<file path="config.mk">
export PLATFORM = sky130hd
export DESIGN_NAME = mem_stream_reader
export DESIGN_NICKNAME = d
export VERILOG_FILES = /design/src/rtl/mem_stream_reader.sv
export SDC_FILE = /design/constraint.sdc
export NUM_CORES = 1
export LEC_CHECK = 0
export ABC_CLOCK_PERIOD_IN_PS = 2100
export BUFFER_PORTS_ARGS = -buffer_cell sky130_fd_sc_hd__buf_2
export CAP_MARGIN = 30
export CORE_MARGIN = 3
export CORE_UTILIZATION = 40
export CTS_BUF_LIST = sky130_fd_sc_hd__clkbuf_2 sky130_fd_sc_hd__clkbuf_4 sky130_fd_sc_hd__clkbuf_8
export DETAILED_ROUTE_END_ITERATION = 7
export GPL_TIMING_DRIVEN = 0
export PLACE_DENSITY = 0.68
export SLEW_MARGIN = 10
export SYNTH_ARGS = -nofsm -noshare
export SYNTH_HDL_FRONTEND = slang
export SYNTH_SLANG_ARGS = --single-unit
</file>
<file path="constraint.sdc">
create_clock -name clk -period 2.1 [get_ports clk]
set_clock_uncertainty 0.15 [all_clocks]
set_input_delay 0.525 -clock clk [delete_from_list [all_inputs] [get_ports clk]]
set_output_delay 0.525 -clock clk [all_outputs]
set_load 0.02 [all_outputs]
</file>
<file path="src/rtl/mem_stream_reader.sv">
// mem_stream_reader: streams base..base+len-1 of a 512x20 memory out on valid/ready.
// Ports: clk, rst, start/base/len command, [abort when MEM_STREAM_READER_ABORT_EN],
// busy, done, ra/q memory read port, out_data/out_valid/out_ready stream.
module mem_stream_reader #(
  parameter int ADDR_W = 9,
  parameter int DATA_W = 20
) (
  input  logic              clk,
  input  logic              rst,
  input  logic              start,
  input  logic [ADDR_W-1:0] base,
  input  logic [ADDR_W:0]   len,
`ifdef MEM_STREAM_READER_ABORT_EN
  input  logic              abort,
`endif
  output logic              busy,
  output logic              done,
  output logic [ADDR_W-1:0] ra,
  input  logic [DATA_W-1:0] q,
  output logic [DATA_W-1:0] out_data,
  output logic              out_valid,
  input  logic              out_ready
);

  typedef enum logic [1:0] {IDLE, ARM, RUN} state_t;

  localparam logic [ADDR_W:0] DEPTH = (ADDR_W+1)'(2**ADDR_W);
  localparam logic [ADDR_W:0] ONE   = (ADDR_W+1)'(1);

  state_t            state;
  logic [ADDR_W-1:0] rd_addr;
  logic [ADDR_W:0]   fetch_cnt;
  logic [ADDR_W:0]   send_cnt;
  logic [ADDR_W:0]   len_c;
  logic              load;
  logic              accept;
  logic              kill;

`ifdef MEM_STREAM_READER_ABORT_EN
  assign kill = abort;
`else
  assign kill = 1'b0;
`endif

  assign ra     = rd_addr;
  assign len_c  = (len > DEPTH) ? DEPTH : len;
  assign accept = out_valid & out_ready;
  assign load   = (fetch_cnt != '0) & (~out_valid | out_ready);

  // ARM is a one-cycle gap after the command edge so that the first
  // word lands two edges after start and busy rises one edge after it.
  always_ff @(posedge clk) begin
    if (rst) begin
      state     <= IDLE;
      busy      <= 1'b0;
      done      <= 1'b0;
      out_valid <= 1'b0;
      out_data  <= '0;
      rd_addr   <= '0;
      fetch_cnt <= '0;
      send_cnt  <= '0;
    end else begin
      done <= 1'b0;
      unique case (state)
        IDLE: begin
          if (start && !done) begin
            if (len == '0) begin
              done <= 1'b1;
            end else begin
              rd_addr   <= base;
              fetch_cnt <= len_c;
              send_cnt  <= len_c;
              state     <= ARM;
            end
          end
        end
        ARM: begin
          if (kill) begin
            state     <= IDLE;
            fetch_cnt <= '0;
            send_cnt  <= '0;
            done      <= 1'b1;
          end else begin
            state <= RUN;
            busy  <= 1'b1;
          end
        end
        RUN: begin
          if (kill) begin
            state     <= IDLE;
            busy      <= 1'b0;
            out_valid <= 1'b0;
            fetch_cnt <= '0;
            send_cnt  <= '0;
            done      <= 1'b1;
          end else begin
            if (load) begin
              out_data  <= q;
              out_valid <= 1'b1;
              rd_addr   <= rd_addr + 1'b1;
              fetch_cnt <= fetch_cnt - ONE;
            end else if (accept) begin
              out_valid <= 1'b0;
            end
            if (accept) begin
              send_cnt <= send_cnt - ONE;
              if (send_cnt == ONE) begin
                state <= IDLE;
                busy  <= 1'b0;
                done  <= 1'b1;
              end
            end
          end
        end
        default: state <= IDLE;
      endcase
    end
  end

endmodule
</file>
==> flow_summary.json <==
{
  "synth_edf_count": 0,
  "fp.dieH_microns": 89.58,
  "status": "complete, but fails checks",
  "antenna_cells": 0,
  "regToRegStartpoint": "fetch_cnt[0]",
  "synth.distinct_cells": 50,
  "grt_pass1_wl_mm": 13.90,
  "crit_type": "register to register",
  "grt_max_degree": 16,
  "rsz0062_at_grt": "true",
  "numCtsBuffers": 5,
  "totalPowerFinal_mw": 2.801,
  "worst_slew_pin_slew_ns": 0.6399,
  "worst-r2r-setup-slack_ns": -0.09,
  "insertion_delay_ns": 0.32,
  "setup-violations-final": 38,
  "worstHoldEndpoint": "out_data[2]",
  "power_density_nw_per_um2": 748.3,
  "cts-htree-levels": 2,
  "final_antenna_net_count": 0,
  "fin_crit_ns": 2.194,
  "maxSlewViolCount": 0,
  "syn_nets": 420,
  "core_sq_um": 6568,
  "synthCells": 373,
  "crit_arrival_ns": 2.29,
  "dp_hpwl_mm": 6.208,
  "synthArstFlopShare_pct": 0,
  "num_vias": 3148,
  "routed_wl_mm": 8.964,
  "wl_per_cell_microns": 16.12,
  "pin_count": 75,
  "holdBufCountCts": 0,
  "start_util_pct": 42.54,
  "min_path_type": "input pin to register",
  "cts_buffer_depth": 2,
  "grt-ovfl-total": 0,
  "syn_to_final_growth_pct": 33.99,
  "violations": "negative setup slack",
  "rows": 29,
  "required_ns": 2.19,
  "layout_common_cells": "buf_2 (73), nand2_1 (61), dfxtp_1 (51)",
  "cts_tree": "built",
  "track_usage_pct": 22.04,
  "drtPass1Iterations": 5,
  "r2r_end": "ra[2]",
  "io_buffers": 73,
  "timing.setup.tns_ns": -1.386,
  "drt_iter0_drc": 262,
  "drive_gt1_share_pct": 30.89,
  "dieArea_sq_um": 8024,
  "ir_worst_vdd_mv": 0.4575,
  "fin_nets": 510,
  "ys_seq_area_share_pct": 38.69,
  "path_clk_slew_ns": 0.10,
  "place_congestion": 0.8828,
  "cts-root-buf": "clkbuf_8",
  "worst-path-max-fanout": 7,
  "hold_viol": 0,
  "start_kind": "register",
  "grt_pass1_vias": 2869,
  "synth_area_per_cell_sq_um": 7.490,
  "yosys_warnings": 0,
  "fin_ws_ns": -0.09382,
  "worstHoldStart": "q[2]",
  "fillers": 632,
  "p_leak_nw": 1.544,
  "fmax_mhz": 455.8,
  "fin_crit_sh_pct": 104.5,
  "ys_ff_latch": 54,
  "slew_headroom_pct": 57.34,
  "crit_path_end_kind": "register",
  "die_x_microns": 89.58,
  "cts_sinks": 54,
  "maxCapViolCount": 0,
  "drc": 0,
  "synthFlopType": "dfxtp_1",
  "antenna_found_initial": 0,
  "whs_path_depth": 3,
  "multi_input_area_sq_um": 1757,
  "viasPerCell": 5.662,
  "final_common_cell": "buf_2",
  "hold_slack_ns": 0.2883,
  "syn_area_sq_um": 2794,
  "rr_worst_depth": 9,
  "regArea_sq_um": 1085
}
==> layout make-up <==
class	count	area share [%]
Buffer	22	3.342
Clock buffer	6	2.206
Clock inverter	1	0.8021
Inverter	10	1.003
Multi-Input combinational cell	283	46.93
Sequential cell	54	28.98
Tap cell	93	3.108
Timing Repair Buffer	87	13.64
==> kinds of logic after synthesis <==
kind of cell	Yosys count	share of synthesized area, %
and+or+nand+nor	154	26.02
AOI/OAI and AO/OA	120	26.74
DFF	54	38.69
buffers and inverters	36	5.061
adders and majority gates	4	1.791
muxes	3	1.075
xor gates and xnor gates	2	0.6271
==> per-stage QoR <==
step                      utilization (%)  cell area, sq um  std cells  worst slack [ns]
after floorplan                         -              2828        373          -0.01585
final                               57.00              3744        556          -0.09382
after CTS                           54.64              3588        555           -0.2035
after detailed placement            50.39              3309        539           -0.4362
after global routing                57.00              3744        556           -0.1771
after global placement              50.39              3309        539           -0.3492
==> routing by layer <==
layer,vias to the layer above,wire [microns],track usage (%)
met1,1464,3898,30.31
met2,150,4149,34.77
met3,16,785,5.018
met4,0,131,5.954
met5,-,0,0
li1,1518,-,-
==> sequential cells by signal, summed over array words and instances (netlist names) <==
| name | cells |
|---|---|
| out_valid | 1 |
| send_cnt | 10 |
| state | 2 |
| fetch_cnt | 10 |
| done | 1 |
| busy | 1 |
| out_data | 20 |
| ra | 9 |
==> cells in the mapped netlist, types with 6 or more instances <==
cell | instances | share of area, %
a211oi_1 | 13 | 3.5
a21o_1 | 7 | 1.9
a21oi_1 | 52 | 9.3
and3_1 | 6 | 1.3
clkbuf_1 | 19 | 2.6
dfxtp_1 | 54 | 39
inv_1 | 10 | 1.3
nand2_1 | 62 | 8.3
nand3_1 | 8 | 1.4
nor2_1 | 31 | 4.2
nor3_1 | 14 | 2.5
o21ai_0 | 21 | 3.8
==> worst max-delay path by stage <==
stage / startpoint / to / cells after the start / slack [ns]
2_1_floorplan: fetch_cnt[1] / fetch_cnt[0] / 8 / -0.02
3_3_place_gp: len[3] / send_cnt[2] / 7 / -0.35
3_5_place_dp: len[3] / send_cnt[1] / 7 / -0.44
4_1_cts: fetch_cnt[0] / fetch_cnt[1] / 9 / -0.20
5_1_grt: fetch_cnt[0] / ra[5] / 8 / -0.18
6_report: fetch_cnt[0] / ra[2] / 9 / -0.09
==> worst max-delay path: stages (launching register included) <==
cell and delay [ns]:
dfxtp_2 0.35, inv_2 0.07, ha_4 0.13, or3b_4 0.40, o31a_1 0.30, buf_6 0.15
o211ai_4 0.21, buf_12 0.16, o21ai_1 0.07, a21oi_1 0.13
==> what timing repair did <==
| item | in CTS | in global routing |
|---|---|---|
| resized for setup | 32 | 36 |
| pin swaps | 16 | 16 |
| buffers inserted | 11 | 2 |
| cloned | 0 | 1 |
| setup endpoints to repair | 50 | 49 |
==> report_power, final <==
part	total (mW)	internal (mW)	switching, mW	leakage (nW)
Clock	0.730	0.382	0.348	0.0573
Combinational	0.901	0.392	0.509	1.05
Sequential	1.17	1.10	0.0717	0.442
Note: power is estimated with default switching activity, not from simulation.
